`config.mk`:
```
export PLATFORM = sky130hd
export DESIGN_NAME = remote_cmd_link
export DESIGN_NICKNAME = d
export VERILOG_FILES = /design/src/rtl/remote_cmd_pkg.sv /design/src/rtl/link_uart.sv /design/src/rtl/remote_cmd_link.sv
export SDC_FILE = /design/constraint.sdc
export NUM_CORES = 1
export LEC_CHECK = 0
export ABC_AREA = 1
export CORE_MARGIN = 2
export CORE_UTILIZATION = 45
export CTS_CLUSTER_SIZE = 10
export DETAILED_ROUTE_END_ITERATION = 6
export PLACE_DENSITY_LB_ADDON = 0.25
export SLEW_MARGIN = 20
export SYNTH_ARGS = -nofsm -noshare
export SYNTH_HDL_FRONTEND = slang
export SYNTH_SLANG_ARGS = --single-unit
```
`constraint.sdc`:
```
create_clock -name clk -period 3.7 [get_ports clk]
set_input_delay 0.925 -clock clk [delete_from_list [all_inputs] [get_ports clk]]
set_output_delay 0.925 -clock clk [all_outputs]
set_load 0.03 [all_outputs]
```
`src/rtl/remote_cmd_pkg.sv`:
```
// Shared types and constants for the host-side robot command link.
package remote_cmd_pkg;

  typedef enum logic [1:0] {
    IDLE      = 2'd0,
    TX_HI     = 2'd1,
    TX_LO     = 2'd2,
    WAIT_RESP = 2'd3
  } link_state_t;

  localparam logic [7:0] RESP_DONE  = 8'hA5;
  localparam logic [7:0] RESP_PROG  = 8'h5A;
  localparam int         FRAME_BITS = 10;

endpackage

```
`src/rtl/link_uart.sv`:
```
// Byte-level 8N1 UART: registered transmitter plus free-running receiver.
module link_uart
  import remote_cmd_pkg::*;
#(
  parameter int BAUD_DIV = 5208
) (
  input  logic       clk,
  input  logic       rst,
  input  logic       trmt,
  input  logic [7:0] tx_data,
  output logic       tx_done,
  output logic       TX,
  input  logic       RX,
  output logic [7:0] rx_data,
  output logic       rx_rdy
);

  localparam int             BW        = $clog2(BAUD_DIV);
  localparam logic [BW-1:0]  BAUD_LAST = BW'(BAUD_DIV - 1);
  localparam logic [BW-1:0]  BAUD_HALF = BW'(BAUD_DIV / 2 - 1);
  localparam logic [3:0]     LAST_BIT  = 4'(FRAME_BITS - 1);

  logic          tx_act_q;
  logic [BW-1:0] tx_baud_q;
  logic [3:0]    tx_bit_q;
  logic [8:0]    tx_shift_q;
  logic          tx_q;

  logic          rx_meta_q, rx_sync_q, rx_prev_q;
  logic          rx_act_q;
  logic [BW-1:0] rx_baud_q;
  logic [3:0]    rx_bit_q;
  logic [7:0]    rx_shift_q;
  logic [7:0]    rx_data_q;
  logic          rx_rdy_q;

  // A new trmt on the last stop-bit cycle reloads directly, so bytes chain with no gap.
  assign tx_done = tx_act_q && (tx_baud_q == '0) && (tx_bit_q == 4'd0);
  assign TX      = tx_q;

  always_ff @(posedge clk or posedge rst) begin
    if (rst) begin
      tx_act_q   <= 1'b0;
      tx_baud_q  <= '0;
      tx_bit_q   <= 4'd0;
      tx_shift_q <= '1;
      tx_q       <= 1'b1;
    end else if (trmt) begin
      tx_act_q   <= 1'b1;
      tx_baud_q  <= BAUD_LAST;
      tx_bit_q   <= LAST_BIT;
      tx_shift_q <= {1'b1, tx_data};
      tx_q       <= 1'b0;
    end else if (tx_act_q) begin
      if (tx_baud_q != '0) begin
        tx_baud_q <= tx_baud_q - 1'b1;
      end else if (tx_bit_q == 4'd0) begin
        tx_act_q <= 1'b0;
      end else begin
        tx_q       <= tx_shift_q[0];
        tx_shift_q <= {1'b1, tx_shift_q[8:1]};
        tx_bit_q   <= tx_bit_q - 1'b1;
        tx_baud_q  <= BAUD_LAST;
      end
    end
  end

  // rx_bit_q: 0 = start, 1..8 = data, LAST_BIT = stop.
  always_ff @(posedge clk or posedge rst) begin
    if (rst) begin
      rx_meta_q  <= 1'b1;
      rx_sync_q  <= 1'b1;
      rx_prev_q  <= 1'b1;
      rx_act_q   <= 1'b0;
      rx_baud_q  <= '0;
      rx_bit_q   <= 4'd0;
      rx_shift_q <= 8'h00;
      rx_data_q  <= 8'h00;
      rx_rdy_q   <= 1'b0;
    end else begin
      rx_meta_q <= RX;
      rx_sync_q <= rx_meta_q;
      rx_prev_q <= rx_sync_q;
      rx_rdy_q  <= 1'b0;
      if (!rx_act_q) begin
        if (rx_prev_q && !rx_sync_q) begin
          rx_act_q  <= 1'b1;
          rx_baud_q <= BAUD_HALF;
          rx_bit_q  <= 4'd0;
        end
      end else if (rx_baud_q != '0) begin
        rx_baud_q <= rx_baud_q - 1'b1;
      end else begin
        rx_baud_q <= BAUD_LAST;
        if (rx_bit_q == 4'd0) begin
          if (rx_sync_q) rx_act_q <= 1'b0;
          else           rx_bit_q <= 4'd1;
        end else if (rx_bit_q == LAST_BIT) begin
          rx_act_q <= 1'b0;
          if (rx_sync_q) begin
            rx_data_q <= rx_shift_q;
            rx_rdy_q  <= 1'b1;
          end
        end else begin
          rx_shift_q <= {rx_sync_q, rx_shift_q[7:1]};
          rx_bit_q   <= rx_bit_q + 1'b1;
        end
      end
    end
  end

  assign rx_data = rx_data_q;
  assign rx_rdy  = rx_rdy_q;

endmodule

```
`src/rtl/remote_cmd_link.sv`:
```
// Command link top: sends a 16-bit command as two UART bytes, then waits
// for the robot's one-byte response or a timeout.
module remote_cmd_link
  import remote_cmd_pkg::*;
#(
  parameter int BAUD_DIV     = 5208,
  parameter int RESP_TIMEOUT = 2**24
) (
  input  logic        clk,
  input  logic        rst,
  input  logic        snd_cmd,
  input  logic [15:0] cmd,
  output logic        TX,
  input  logic        RX,
  output logic        busy,
  output logic        cmd_snt,
  output logic [7:0]  resp,
  output logic        resp_rdy,
  output logic        resp_done,
  output logic        timeout
);

  localparam int            TW       = (RESP_TIMEOUT > 0) ? $clog2(RESP_TIMEOUT + 1) : 1;
  localparam logic [TW-1:0] TMO_LAST = TW'(RESP_TIMEOUT - 1);

  link_state_t   state_q, state_d;
  logic [7:0]    cmd_lo_q;
  logic [TW-1:0] tmo_cnt_q, tmo_cnt_d;
  logic          cmd_snt_q, cmd_snt_d;
  logic          timeout_q, timeout_d;
  logic          tmo_hit;
  logic          trmt, tx_done, rx_rdy;
  logic [7:0]    tx_data, rx_data;

  link_uart #(.BAUD_DIV(BAUD_DIV)) u_uart (
    .clk     (clk),
    .rst     (rst),
    .trmt    (trmt),
    .tx_data (tx_data),
    .tx_done (tx_done),
    .TX      (TX),
    .RX      (RX),
    .rx_data (rx_data),
    .rx_rdy  (rx_rdy)
  );

  assign tmo_hit = (RESP_TIMEOUT != 0) && (tmo_cnt_q == TMO_LAST);

  always_ff @(posedge clk or posedge rst) begin
    if (rst) begin
      state_q   <= IDLE;
      cmd_lo_q  <= 8'h00;
      tmo_cnt_q <= '0;
      cmd_snt_q <= 1'b0;
      timeout_q <= 1'b0;
    end else begin
      state_q   <= state_d;
      tmo_cnt_q <= tmo_cnt_d;
      cmd_snt_q <= cmd_snt_d;
      timeout_q <= timeout_d;
      if (state_q == IDLE && snd_cmd) cmd_lo_q <= cmd[7:0];
    end
  end

  always_comb begin
    state_d = state_q;
    unique case (state_q)
      IDLE:      if (snd_cmd) state_d = TX_HI;
      TX_HI:     if (tx_done) state_d = TX_LO;
      TX_LO:     if (tx_done) state_d = WAIT_RESP;
      WAIT_RESP: if (rx_rdy || tmo_hit) state_d = IDLE;
      default:   state_d = IDLE;
    endcase
  end

  // Counter is held at zero outside WAIT_RESP, so it starts clean on entry and saturates at expiry.
  always_comb begin
    tmo_cnt_d = tmo_cnt_q;
    if (state_q != WAIT_RESP)                 tmo_cnt_d = '0;
    else if (RESP_TIMEOUT != 0 && !tmo_hit)   tmo_cnt_d = tmo_cnt_q + 1'b1;
  end

  always_comb begin
    trmt      = 1'b0;
    tx_data   = cmd_lo_q;
    cmd_snt_d = 1'b0;
    timeout_d = 1'b0;
    resp_done = 1'b0;
    unique case (state_q)
      IDLE: begin
        trmt    = snd_cmd;
        tx_data = cmd[15:8];
      end
      TX_HI:     trmt = tx_done;
      TX_LO:     cmd_snt_d = tx_done;
      WAIT_RESP: begin
        resp_done = rx_rdy && (rx_data == RESP_DONE);
        timeout_d = !rx_rdy && tmo_hit;
      end
      default: ;
    endcase
  end

  assign busy     = (state_q != IDLE);
  assign cmd_snt  = cmd_snt_q;
  assign timeout  = timeout_q;
  assign resp     = rx_data;
  assign resp_rdy = rx_rdy;

endmodule

```
==> metrics.yaml <==
pwr:
  p_leak_nw: 3.16
  p_per_area_nw_per_um2: 537
  vdd_drop_max_mv: 0.389
cts:
  clock-root-buffer: "clkbuf_16"
  cts.sinks: 102
  clk_latency_ps: 360
  holdBufCountCts: 0
  clk_pin_slew_ps: 70
  clock_path_buffers: 2
  cts-htree-levels: 3
  cts_resized: 0
  cts_tree: "built"
  post_cts_buffers: 0
  numCtsBuffers: 9
worst_setup_path:
  cp_slowest_cell: "clkdlybuf4s50_1"
  cp_slowest_stage_delay_ps: 670
  worstSetupStartpoint: "state_q[0]"
  crit_buf_inv: 3
  crit_chain: "inv_1, ha_1, clkinv_1, clkdlybuf4s50_1"
  worstPathRequired_ps: 2770
  critical-path-top-delay-family: "buffers and inverters"
  regToRegSetupSlack_ps: 1350
  crit_type: "flop to output port"
  reg2reg_from: "state_q[0]"
  arrival_ps: 2280
  crit_path_end_kind: "output port"
  critPathMaxFanout: 11
  cp-start-kind: "flop"
global_routing:
  met1_usage_pct: 25.5
  use_met3_pct: 3.34
  use_met2_pct: 31.0
  grt-ovfl-total: 0
  grt_pass1_wl_um: 21900
  antenna_found_initial: 0
  grt_pass1_vias: 4740
  gr-usage-all-layers_pct: 19.1
  busiest_layer: "met2"
  grt_max_degree: 63
finish:
  final_common_cell: "nand2_1"
  fillers: 1200
  antenna_cells: 0
  mostFrequentLayoutCells: "204 x nand2_1, 91 x nand3_1, 91 x inv_1"
  fin_util_pct: 52.2
  syn_to_final_growth_pct: 13.0
  drive_gt1_share_pct: 11.6
  fin_nets: 820
timing:
  rsz0062_at_grt: "no"
  worstMarginPinSlew_ps: 758
  hold_viol: 0
  period_needed_ps: 3210
  slew_headroom_pct: 49.5
  final.setup.tns_ps: 0
  drv_slew: 0
  final.period_utilization_pct: 86.7
  max_freq_ghz: 0.312
  finClkSkew_ps: 14.3
  finalWorstSetupSlack_ps: 492
  setup_viol: 0
run:
  drv_cap: 0
routing:
  vias: 4886
  drcViolationCount: 0
  wl_per_cell_um: 12.9
  drtIter0Drc: 276
  via_per_inst: 5.06
  drtPass1Iterations: 5
  routed_wl_um: 12400
  postRouteAntennaNets: 0
synth:
  synth_flop_cell: "dfrtp_1"
  yosys-top-cells-area: "dfrtp_1 39%, nand2_1 13%, nand3_1 7.8%"
  synth_top_area_share_pct: 38.5
  ys_seq_area_share_pct: 43.9
  yosysTopAreaCell: "dfrtp_1"
  ys_seq_elements: 102
  synth.avg_cell_area_um2: 7.75
  synth-edff-count: 0
  yosys_warnings: 0
  synth_area_um2: 5850
  syn_nets: 787
  async_flop_share_pct: 100
  syn_inst: 755
  synth_cell_type_count: 45
floorplan:
  die-height_um: 118
  die_w_um: 118
  coreArea_um2: 12700
  die_area_um2: 13900
  pin_count: 34
  initial_core_util_pct: 46.2
  row_count: 41
hold_path:
  hp-class: "flop to flop"
  min_from: "u_uart.rx_meta_q"
placement:
  pre_cts_ws_ps: 840
  io_buffers: 33
  dp.final_hpwl_um: 8880
  gp_congestion: 0.859
outcome:
  status: "finished, final reports clean"
-- sequential cells by signal, summed over array words and instances (netlist names) --
signal	cells
cmd_lo_q	8
cmd_snt	1
state_q	2
timeout	1
tmo_cnt_q	25
u_uart.TX	1
u_uart.rx_act_q	1
u_uart.rx_baud_q	13
u_uart.rx_bit_q	4
u_uart.rx_data	8
u_uart.rx_meta_q	1
u_uart.rx_prev_q	1
u_uart.rx_rdy	1
u_uart.rx_shift_q	8
u_uart.rx_sync_q	1
u_uart.tx_act_q	1
u_uart.tx_baud_q	13
u_uart.tx_bit_q	4
u_uart.tx_shift_q	8
-- worst paths after layout --
kind / to / depth (start not counted)
worst max-delay path: busy / 4
worst min-delay path: u_uart.rx_sync_q / 0
worst max register to register: u_uart.tx_baud_q[0] / 8
worst min register to register: u_uart.rx_sync_q / 0
max in group asynchronous: tmo_cnt_q[21] / 3
min in group asynchronous: u_uart.rx_baud_q[3] / 2
-- power by group --
part / switching [mW] / internal (mW) / total, mW
Combinational: 0.679 / 0.374 / 1.05
Sequential: 0.172 / 1.36 / 1.53
Clock: 0.423 / 0.543 / 0.967
-- per-layer routing --
layer,vias to the layer above,routed length [um]
li1,2490,-
met1,2306,5820
met2,73,5970
met3,17,419
met4,0,213
met5,-,0
-- per-stage QoR --
| step | instances | power, mW | hold WS (ps) | cell area [um2] |
|---|---|---|---|---|
| after global routing | 965 | 3.84 | 362 | 6610 |
| final | 965 | 3.55 | 360 | 6610 |
| after CTS | 965 | 3.59 | 362 | 6610 |
| after floorplan | 755 | 2.36 | 345 | 5850 |
| after detailed placement | 949 | 2.60 | 352 | 6310 |
| after global placement | 949 | 2.55 | 347 | 6310 |
-- layout make-up --
class / count / area (um2) / share of cell area, %
Sequential cell: 102 / 2570 / 38.8
Timing Repair Buffer: 38 / 368 / 5.57
Inverter: 96 / 363 / 5.49
Multi-Input combinational cell: 541 / 2800 / 42.3
Clock buffer: 11 / 243 / 3.67
Tap cell: 172 / 215 / 3.26
Clock inverter: 5 / 56.3 / 0.852
-- Yosys cell counts, drive strengths merged (2+ instances only) --
| cell type | number |
|---|---|
| a211oi | 2 |
| a21o | 2 |
| a21oi | 13 |
| a31oi | 2 |
| buf | 13 |
| clkbuf | 3 |
| clkinv | 2 |
| dfrtp | 90 |
| dfstp | 12 |
| ha | 12 |
| inv | 94 |
| nand2 | 215 |
| nand3 | 98 |
| nand3b | 3 |
| nand4 | 18 |
| nor2 | 86 |
| nor3 | 14 |
| o21ai | 45 |
| o21bai | 5 |
| o31ai | 2 |
| or2 | 10 |
| xor2 | 9 |
-- logic make-up (layout without fill, tap and decap cells) --
group | count (synthesis) | after routing | synth area share [%]
muxes | 1 | 1 | 0.171
buffers and inverters | 112 | 150 | 8.26
xor gates and xnor gates | 10 | 10 | 1.50
adders and majority gates | 12 | 12 | 2.57
and+or+nand+nor | 445 | 445 | 36.1
DFF | 102 | 102 | 43.9
AOI/OAI and AO/OA | 73 | 73 | 7.53
Power figures use the tool's default switching activity.
